==> config.mk <==
export PLATFORM = sky130hd
export DESIGN_NAME = uart_stim_tx
export DESIGN_NICKNAME = d
export VERILOG_FILES = /design/src/rtl/uart_stim_tx.sv
export SDC_FILE = /design/constraint.sdc
export NUM_CORES = 1
export LEC_CHECK = 0
export BUFFER_PORTS_ARGS = -buffer_cell sky130_fd_sc_hd__buf_4
export CAP_MARGIN = 40
export CORE_MARGIN = 4
export CORE_UTILIZATION = 50
export DETAILED_ROUTE_END_ITERATION = 10
export GPL_TIMING_DRIVEN = 0
export PLACE_DENSITY = 0.75
export SKIP_CTS_REPAIR_TIMING = 1
export SKIP_LAST_GASP = 1
export SYNTH_ARGS = -nofsm -noshare
export SYNTH_HDL_FRONTEND = slang
export SYNTH_SLANG_ARGS = --single-unit
==> constraint.sdc <==
create_clock -name clk -period 3.8 [get_ports clk]
set_clock_uncertainty 0.15 [all_clocks]
set_input_delay 0.76 -clock clk [delete_from_list [all_inputs] [get_ports clk]]
set_output_delay 0.76 -clock clk [all_outputs]
set_load 0.03 [all_outputs]
==> src/rtl/uart_stim_tx.sv <==
// 8-bit UART transmitter (8N1, or 8E1 with PARITY_EN) fed by a small circular FIFO.
// The line output is registered from the FSM state, so tx_o lags the state register by one clock.
module uart_stim_tx #(
    parameter int CLK_FREQ   = 50_000_000,
    parameter int BAUD_RATE  = 3_125_000,
    parameter int PARITY_EN  = 0,
    parameter int FIFO_DEPTH = 4
) (
    input  logic                        clk,
    input  logic                        rst,
    input  logic [7:0]                  data_i,
    input  logic                        valid_i,
    output logic                        ready_o,
    output logic                        tx_o,
    output logic                        busy_o,
    output logic [$clog2(FIFO_DEPTH):0] level_o,
    output logic                        done_o
);

    localparam int DIV   = CLK_FREQ / BAUD_RATE;
    localparam int CNT_W = $clog2(DIV);
    localparam int PTR_W = $clog2(FIFO_DEPTH);
    localparam int LVL_W = PTR_W + 1;

    localparam logic [CNT_W-1:0] BAUD_LAST  = CNT_W'(DIV - 1);
    localparam logic [LVL_W-1:0] LEVEL_FULL = LVL_W'(FIFO_DEPTH);

    typedef enum logic [2:0] {
        ST_IDLE,
        ST_START,
        ST_DATA,
        ST_PARITY,
        ST_STOP
    } state_t;

    state_t             state_reg, state_next;
    logic [CNT_W-1:0]   baud_cnt_reg, baud_cnt_next;
    logic [2:0]         bit_idx_reg, bit_idx_next;
    logic [7:0]         byte_reg;
    logic               tx_reg, tx_next;
    logic               done_reg;

    logic [7:0]         fifo_mem [FIFO_DEPTH];
    logic [PTR_W-1:0]   wr_ptr_reg, rd_ptr_reg;
    logic [LVL_W-1:0]   level_reg;

    logic               push;
    logic               pop;
    logic               fifo_empty;
    logic               baud_last;
    logic               stop_end;

    // ready depends only on the registered level, never on a same-cycle pop
    assign ready_o    = (level_reg != LEVEL_FULL);
    assign push       = valid_i && ready_o;
    assign fifo_empty = (level_reg == '0);
    assign baud_last  = (baud_cnt_reg == BAUD_LAST);

    assign tx_o    = tx_reg;
    assign busy_o  = (state_reg != ST_IDLE);
    assign level_o = level_reg;
    assign done_o  = done_reg;

    always_ff @(posedge clk) begin
        if (rst) begin
            wr_ptr_reg <= '0;
            rd_ptr_reg <= '0;
            level_reg  <= '0;
        end else begin
            if (push) begin
                wr_ptr_reg <= wr_ptr_reg + 1'b1;
            end
            if (pop) begin
                rd_ptr_reg <= rd_ptr_reg + 1'b1;
            end
            if (push && !pop) begin
                level_reg <= level_reg + 1'b1;
            end else if (pop && !push) begin
                level_reg <= level_reg - 1'b1;
            end
        end
    end

    // Storage and head read kept reset-free so the array maps onto RAM
    always_ff @(posedge clk) begin
        if (push) begin
            fifo_mem[wr_ptr_reg] <= data_i;
        end
        if (pop) begin
            byte_reg <= fifo_mem[rd_ptr_reg];
        end
    end

    always_ff @(posedge clk) begin
        if (rst) begin
            state_reg    <= ST_IDLE;
            baud_cnt_reg <= '0;
            bit_idx_reg  <= '0;
            tx_reg       <= 1'b1;
            done_reg     <= 1'b0;
        end else begin
            state_reg    <= state_next;
            baud_cnt_reg <= baud_cnt_next;
            bit_idx_reg  <= bit_idx_next;
            tx_reg       <= tx_next;
            done_reg     <= stop_end;
        end
    end

    always_comb begin
        state_next    = state_reg;
        baud_cnt_next = baud_cnt_reg + 1'b1;
        bit_idx_next  = bit_idx_reg;
        pop           = 1'b0;
        stop_end      = 1'b0;
        tx_next       = 1'b1;

        case (state_reg)
            ST_IDLE: begin
                baud_cnt_next = '0;
                bit_idx_next  = '0;
                if (!fifo_empty) begin
                    pop        = 1'b1;
                    state_next = ST_START;
                end
            end

            ST_START: begin
                tx_next = 1'b0;
                if (baud_last) begin
                    baud_cnt_next = '0;
                    bit_idx_next  = '0;
                    state_next    = ST_DATA;
                end
            end

            ST_DATA: begin
                tx_next = byte_reg[bit_idx_reg];
                if (baud_last) begin
                    baud_cnt_next = '0;
                    if (bit_idx_reg == 3'd7) begin
                        state_next = (PARITY_EN != 0) ? ST_PARITY : ST_STOP;
                    end else begin
                        bit_idx_next = bit_idx_reg + 3'd1;
                    end
                end
            end

            ST_PARITY: begin
                tx_next = ^byte_reg;
                if (baud_last) begin
                    baud_cnt_next = '0;
                    state_next    = ST_STOP;
                end
            end

            ST_STOP: begin
                tx_next = 1'b1;
                if (baud_last) begin
                    baud_cnt_next = '0;
                    stop_end      = 1'b1;
                    // chain straight into the next start bit when data is waiting
                    if (!fifo_empty) begin
                        pop        = 1'b1;
                        state_next = ST_START;
                    end else begin
                        state_next = ST_IDLE;
                    end
                end
            end

            default: begin
                baud_cnt_next = '0;
                state_next    = ST_IDLE;
            end
        endcase
    end

endmodule

# After elaboration in Yosys (flattened, before gate mapping)
# Memories as Yosys holds them, arrays and structs flattened. A register that Yosys moved wholly into a read port is not among the register bits.
# Cells that the tools add are included.
[classes] n_eq_ne=14 n_addsub=6 order_cmp=1 muxes=23 reduce_logical=16 bitwise_logic=2
[ops] cell="3-bit two-way mux" n=11
[ops] cell="3-bit case mux with 5 select lines" n=1
[ops] cell="2-bit inequality test, second input constant" n=7
[ops] cell="3-bit case mux with 3 select lines" n=1
[ops] cell="8-bit parity" n=1
[ops] cell="1-bit two-way mux" n=7
[ops] cell="3-bit by 1-bit adder with 3-bit output, second input constant" n=2
[ops] cell="3-bit by 2-bit == test with 1-bit output, second input constant" n=2
[ops] cell="3-bit == test, second input constant" n=2
[ops] cell="3-bit logical NOT" n=2
[ops] cell="6-bit AND reduction" n=1
[ops] cell="3-bit nonzero test" n=2
[ops] cell="2-bit by 1-bit adder with 2-bit output, second input constant" n=2
[ops] cell="4-bit by 1-bit adder with 4-bit output, second input constant" n=1
[ops] cell="4-bit == test, second input constant" n=1
[ops] cell="3-bit by 4-bit < comparator with 1-bit output, second input constant" n=1
[ops] cell="4-bit AND reduction" n=1
[ops] cell="4-bit OR reduction" n=1
[ops] cell="1-bit binary-select mux with 3-bit select" n=1
[ops] cell="3-bit by 1-bit == test with 1-bit output, second input constant" n=1
[ops] cell="1-bit logical AND" n=3
[ops] cell="3-bit inequality test, second input constant" n=1
[ops] cell="1-bit case mux with 3 select lines" n=1
[ops] cell="3-bit OR reduction" n=1
[ops] cell="other kinds (6)" n=8
[word_totals] out_inout_bits=7 mem_bits_rw=32 memories=1 in_bits=11 reg_bits=19
[memory_table] name="fifo_mem" depth=4 word_bits=8 read_ports=1 rd_clocked_by_memory_dff=1 wr=1 line_no="43" rtl="logic [7:0] fifo_mem [FIFO_DEPTH];"

# Logic depth before layout (Yosys ltp)
# Gate-level depths: netlist of the first run.
[depth] word_depth=7 depth_mapped=10 mapped_depth_nobuf=10

# Least setup slack after synthesis of the first run
# OpenSTA, ideal clock, no wires.
[synth_timing] path_kind="input-to-reg" startpoint="input valid_i" endpoint="register level_reg[2] (netlist: level_o[2])" path_buffers=0 arrival_time_ns=2.207 stages=7 t_required_ns=3.579 setup_slack_ns=1.372 cell_sequence="a21boi_2 -> ha_1 -> inv_1 -> fa_1 -> xor2_1 -> or3_1 -> a21oi_1"
[synth_via] elab_chain_len=4
[synth_lines] item="start, declared" line_no="12" rtl="input logic valid_i,"
[synth_lines] item="1-bit logical AND *" line_no="55" rtl="assign push = valid_i && ready_o;"
[synth_lines] item="1-bit logical NOT" line_no="78" rtl="end else if (pop && !push) begin"
[synth_lines] item="1-bit logical AND" line_no="78"
[synth_lines] item="2-bit nonzero test (no line)"
[synth_lines] item="end signal, assigned" line_no="77" rtl="level_reg <= level_reg + 1'b1;"
[synth_lines] item="end signal, assigned" line_no="79" rtl="level_reg <= level_reg - 1'b1;"
[synth_lines] item="end, declared" line_no="45" rtl="logic [LVL_W-1:0] level_reg;"
# Mark *: on every way between the ends. The rest lies on a longest branch, timed or not.
# A chain may end at the register's enable or synchronous reset.

# Worst setup path in the final report of the first run
[layout_timing] startpoint="register baud_cnt_reg[0]" endpoint="register level_reg[2] (netlist: level_o[2])"
[layout_via] elab_chain_len=6
[layout_lines] item="start, declared" line_no="37" rtl="logic [CNT_W-1:0] baud_cnt_reg, baud_cnt_next;"
[layout_lines] item="start signal, assigned" line_no="103" rtl="baud_cnt_reg <= baud_cnt_next;"
[layout_lines] item="4-bit == test *" line_no="57" rtl="assign baud_last = (baud_cnt_reg == BAUD_LAST);"
[layout_lines] item="1-bit two-way mux *" line_no="159" rtl="if (baud_last) begin"
[layout_lines] item="1-bit case mux with 2 select lines *" line_no="118" rtl="case (state_reg)"
[layout_lines] item="1-bit logical NOT" line_no="76" rtl="if (push && !pop) begin"
[layout_lines] item="1-bit logical AND" line_no="76"
[layout_lines] item="3-bit two-way mux or 2-bit nonzero test (tied branches)"
# Marks and branches as above.

==> results by group, run 1 <==
Route
  – First-pass DRT Iterations: 4
  – Drt wl/cell: 15.9 microns
  – Initial DRC Count: 81
  – Vias per cell: 5.29
  – Antenna Nets Post-Route: 0
  – Final wirelength: 4.29 mm
  – DRC viols: 0
  – Vias: 1427

Clock tree
  – CTS Sinks: 59
  – Clock-pin slew on the worst setup and hold paths: 60 ps
  – Depth of the CTS H-tree: 3
  – Clk_lat worst skew: 330 ps
  – Deepest clock path buffer count: 2
  – Root Driver: clkbuf_8
  – CTS tree: built
  – TritonCTS Buffers: 9

Die
  – Row count: 25
  – DIE WIDTH: 78.6 microns
  – Core Area: 4790 sq um
  – Die area: 6180 sq um
  – Initial Utilization: 52.1%
  – # IOs: 18
  – Die Y: 78.6 microns

Timing
  – Fmax: 404 MHz
  – Rel. slew slack: 64.4%
  – RSZ-0062 raised after global routing: false
  – Setup TNS: 0 ps
  – Fin. max-slew vios: 0
  – Final setup vio count: 0
  – Number of hold violations in the final report: 0
  – Crit share post-route: 65.1%
  – Worst Tran Pin Value: 534 ps
  – Final period demand of the worst path: 2480 ps

Place
  – HPWL Detailed: 2.97 mm
  – Port Buffers: 17
  – Routability cong.: 0.787

Power
  – Peak supply drop: 0.469 mV
  – Leakage: 0.00103 uW
  – PD cells: 691 nW/um^2
  – Pwr Total: 1990 uW

Synth
  – Post-synthesis sequential area ratio: 63.5%
  – Synth Instances: 170
  – Mapped Area: 2490 sq um
  – Synth area leaders: edfxtp_1 48%, dfxtp_1 15%, mux4_2 8.1%
  – Dominant synthesized flop cell: edfxtp_1
  – Yosys warns: 0
  – Register bit total from synthesis: 59
  – Number of synthesized flops with an enable pin: 40
  – Synth async-reset ratio: 0%
  – Synth cell types: 37
  – Yosys top cell area share: 48.2%
  – Area leader, netlist: edfxtp_1
  – Mapped Nets: 190
  – Avg Inst Size Synth: 14.7 sq um

Finish
  – Max FFs per register: 32
  – Fin nets: 218
  – Commonest non-fill, non-tap cells in the layout: 40 x edfxtp_1, 19 x dfxtp_1, 18 x buf_4
  – Share of cells above drive strength 1: 21.7%
  – Area Overhead vs Synth: 15.6%
  – Fillers: 376
  – Register area: 1580 sq um
  – Diode count: 0
  – Multi-input logic area: 851 sq um
  – Commonest non-fill, non-tap cell in the layout: edfxtp_1

Critical path
  – Startpoint type of the worst setup path: flop
  – Crit path DAT: 2590 ps
  – Crit path kind: flop to flop
  – Worst Setup End Kind: flop
  – Crit path max fanout: 8
  – WP data required: 3910 ps

Global route
  – First-pass GRT wire length: 7.20 mm
  – GRT overflow: 0
  – Initial antenna violation count: 0
  – Vias in the first global route: 1518
  – GRT Overall Usage: 15.9%
  – Largest net degree at the start of global routing: 12

Flow run
  – Maxcap violations: 0

Worst hold path
  – Worst Hold Class: flop to flop

Run status
  – Outcome: finished, final reports clean
[worst paths after layout]
path         cells past startpoint                        from  slack (ps)                          to
max                             10  baud_cnt_reg[0]$_SDFF_PP0_        1320     level_o[2]$_SDFFE_PP0P_
min                              1  baud_cnt_reg[0]$_SDFF_PP0_         300  baud_cnt_reg[0]$_SDFF_PP0_
max reg2reg                     10  baud_cnt_reg[0]$_SDFF_PP0_        1320     level_o[2]$_SDFFE_PP0P_
min reg2reg                      1  baud_cnt_reg[0]$_SDFF_PP0_         300  baud_cnt_reg[0]$_SDFF_PP0_
[cells in the mapped netlist, types with 2 or more instances]
cell type	instances
edfxtp_1	40
dfxtp_1	19
nor2_1	17
xnor2_1	10
mux4_2	9
ha_1	8
inv_1	8
nor3_1	5
a211oi_1	4
a21oi_1	4
and2_1	4
nand2_1	4
buf_2	3
nand2b_1	3
xor2_1	3
clkbuf_1	2
mux2i_1	2
nand3_1	2
nand3b_1	2
nor4_1	2
o21ai_0	2
or3_1	2
[logic make-up after synthesis]
| group | share of synthesized area (%) |
|---|---|
| and+or+nand+nor | 9.29 |
| muxes | 9.99 |
| DFF | 63.5 |
| adders and majority gates | 4.82 |
| AOI/OAI and AO/OA | 5.47 |
| buffers and inverters | 2.41 |
| xor gates and xnor gates | 4.57 |
[power by group]
| part | total [uW] | internal, uW | switching [uW] |
|---|---|---|---|
| registers | 893 | 823 | 69.2 |
| clock network | 519 | 297 | 222 |
| logic | 579 | 281 | 298 |
[per-stage QoR]
step           hold WS [ps]  utilization (%)  setup WS, ps  std cells  instance area (sq um)
6_report                300             60.2          1320        270                   2880
5_1_grt                 346             60.2          1190        270                   2880
4_1_cts                 305             60.2          1320        270                   2880
3_5_place_dp            291             56.5          1130        254                   2700
3_3_place_gp            280             56.5          1230        254                   2700
2_1_floorplan           268                -          1370        170                   2490
[cell type report]
| type | instances | share of cell area, % |
|---|---|---|
| clock buffers | 12 | 4.69 |
| multi-input cells | 97 | 29.5 |
| plain buffers | 6 | 1.04 |
| repair buffers | 17 | 4.43 |
| well taps | 67 | 2.91 |
| inverters | 8 | 1.04 |
| flip-flops and latches | 59 | 54.9 |
| clock inverters | 4 | 1.43 |
[routing by layer]
layer / global-route usage, % / share of wire [%] / vias up
li1: - / - / 690
met5: 0 / 0 / -
met1: 17.1 / 41 / 704
met4: 8.04 / 1.8 / 0
met3: 5.85 / 4.4 / 7
met2: 27.5 / 53 / 26
[worst max-delay path, cell delays in order (launching register included)]
cell and delay [ps]:
dfxtp_1 330, ha_1 240, nand3_1 210, nand2_1 120
nand2_1 110, ha_1 180, inv_1 60, fa_1 370
xor2_1 160, or3_1 320, a21oi_1 150
Note: power is estimated with default switching activity, not from simulation.
==> run 2, diff against run 1 <==
Settings changed: PLACE_DENSITY 0.75 to 0.78.
Clock period 3.8 ns to 2.23 ns, I/O delays scaled along.
==> run 2 against run 1 <==
Effect of this change: global-route usage fell by 0.50 points; utilization rose by 2.8 points; flip-flop and latch count stayed put; worst setup slack worse by 1300 ps; first-iteration DRC count decreased by 6.2%; maximum frequency is 14% higher; largest cell class unchanged; hold slack got worse by 130 ps; critical path type unchanged; sequential share of layout area fell by 2.1 points; total power up 71%.
==> results by group, run 2 (same netlist as run 1, synthesis figures left out) <==
Critical path
  – Worst Setup End Kind: flop
  – Crit path max fanout: 6 (-2)
  – WP data required: 2340 ps (-1570 ps)
  – Slowest stage delay, CP: 390 ps (+20 ps)
  – Crit path DAT: 2280 ps (-310 ps)
  – Crit-path cells: ha_4, nand3_4, nand2_4, nand2_4, ha_4, inv_1, fa_2, xor2_1, or3_1, a21oi_2
  – Worst R2R Path Depth: 10 (unchanged)
  – Crit path kind: flop to flop
  – Startpoint type of the worst setup path: flop
  – Crit-path slowest cell: or3_1

Timing
  – Fin. max-slew vios: 0 (unchanged)
  – Number of hold violations in the final report: 0 (unchanged)
  – Crit share post-route: 97.6% (+32 points)
  – Final setup vio count: 0 (unchanged)
  – Hold WS: 167 ps (-133 ps)
  – Rel. slew slack: 64.7% (+0.26 points)
  – RSZ-0062 raised after global routing: true
  – Fmax: 460 MHz (+14%)
  – Worst Tran Pin Value: 530 ps (-3.86 ps)
  – Final period demand of the worst path: 2180 ps (-300 ps)

Die
  – # IOs: 18 (unchanged)
  – Die area: 6180 sq um (unchanged)
  – DIE WIDTH: 78.6 microns (unchanged)
  – Row count: 25 (unchanged)
  – Die Y: 78.6 microns (unchanged)
  – Core Area: 4790 sq um (unchanged)
  – Initial Utilization: 52.1% (unchanged)

Finish
  – Commonest non-fill, non-tap cell in the layout: edfxtp_1
  – Share of cells above drive strength 1: 32.2% (+11 points)
  – Commonest non-fill, non-tap cells in the layout: 40 x edfxtp_1, 26 x buf_4, 16 x nor2_1
  – Fin nets: 226 (+3.7%)
  – Diode count: 0 (unchanged)
  – Final core utilization: 63.0% (+2.8 points)
  – Area Overhead vs Synth: 20.9%
  – Max FFs per register: 32 (unchanged)

Global route
  – Largest net degree at the start of global routing: 12 (unchanged)
  – First-pass GRT wire length: 7.07 mm (-1.8%)
  – GRT overflow: 0 (unchanged)
  – Vias in the first global route: 1456 (-4.1%)
  – Initial antenna violation count: 0 (unchanged)
  – GRT Overall Usage: 15.4% (-0.50 points)

Clock tree
  – Deepest clock path buffer count: 2 (unchanged)
  – Clock-pin slew on the worst setup and hold paths: 60 ps (about the same)
  – Clk_lat worst skew: 330 ps (about the same)
  – CTS tree: built
  – Depth of the CTS H-tree: 3 (unchanged)
  – CTS Sinks: 59 (unchanged)
  – Root Driver: clkbuf_8
  – TritonCTS Buffers: 9 (unchanged)

Power
  – Sw frac: 30.4% (+0.75 points)
  – Pwr Total: 3410 uW (+71%)
  – Clock power share: 23.7% (-2.4 points)
  – PD cells: 1130 nW/um^2 (+64%)
  – Leakage: 0.00107 uW (+3.9%)
  – Comb pwr share: 31.7% (+2.6 points)
  – Sequential share of power: 44.6% (-0.3 points)
  – Internal Power: 2380 uW (+70%)
  – Net Sw Power: 1040 uW (+76%)
  – Peak supply drop: 0.533 mV (+13%)

Route
  – Initial DRC Count: 76 (-6.2%)
  – First-pass DRT Iterations: 4 (unchanged)
  – Vias: 1459 (+2.2%)
  – Vias per cell: 5.25 (-0.70%)
  – DRC viols: 0 (unchanged)
  – Final wirelength: 4.29 mm (about the same)
  – Antenna Nets Post-Route: 0 (unchanged)
  – Drt wl/cell: 15.4 microns (-2.8%)

Run status
  – Outcome: finished, final reports clean

Flow run
  – Maxcap violations: 0 (unchanged)

Place
  – Port Buffers: 17 (unchanged)
  – HPWL Detailed: 2.88 mm (-3.1%)
  – Routability cong.: 0.796 (+1.1%)

Worst hold path
  – Worst Hold Class: input pin to flop
  – Hold path cells: 1 (unchanged)
run 2: cell type report:
cell class	instances	area (sq um)
Clock inverter	4	18.8
Tap cell	67	83.8
Sequential cell	59	1590
Buffer	6	36.3
Inverter	8	30.0
Clock buffer	12	145
Fill cell	357	1770
Timing Repair Buffer	25	188
Multi-Input combinational cell	97	920
run 2: worst paths after layout:
| kind | slack [ps] | start | end |
|---|---|---|---|
| max | 50 | baud_cnt_reg[0]$_SDFF_PP0_ | level_o[2]$_SDFFE_PP0P_ |
| min | 170 | data_i[5] | fifo_mem[2][5]$_DFFE_PP_ |
| max reg2reg | 50 | baud_cnt_reg[0]$_SDFF_PP0_ | level_o[2]$_SDFFE_PP0P_ |
| min reg2reg | 390 | baud_cnt_reg[0]$_SDFF_PP0_ | baud_cnt_reg[0]$_SDFF_PP0_ |
run 2: through the flow:
| step | setup TNS (ps) | worst slack [ps] | std cells | instance area [sq um] |
|---|---|---|---|---|
| 2_1_floorplan | 0 | 6.97 | 170 | 2500 |
| 3_3_place_gp | -41.5 | -41.5 | 254 | 2710 |
| 3_5_place_dp | -153 | -153 | 254 | 2710 |
| 4_1_cts | -166 | -166 | 270 | 2880 |
| 5_1_grt | -29.7 | -29.7 | 278 | 3010 |
| 6_report | 0 | 54.2 | 278 | 3010 |
run 2: critical path, delay by kind of cell, from the launching register on:
kind                     cells  cell delay, ps
adder cells (fa/ha/maj)      3             630
AO/OA/AOI/OAI                1             130
buffers and inverters        1              50
XOR/XNOR                     1             160
flip-flops                   1             340
AND/OR/NAND/NOR              4             660
run 2: power groups by stage:
stage | clock [uW] | sequential, uW | combinational [uW]
2_1_floorplan | 0 | 1550 | 744
3_3_place_gp | 0 | 1520 | 946
3_5_place_dp | 0 | 1540 | 996
4_1_cts | 828 | 1520 | 999
5_1_grt | 881 | 1540 | 1190
6_report | 809 | 1520 | 1080
run 2: metal layers:
layer  share of wire, %  global-route usage (%)
met4                1.6                    7.87
met2                 53                    26.1
met1                 42                    17.5
met5                  0                       0
met3                3.3                    4.93
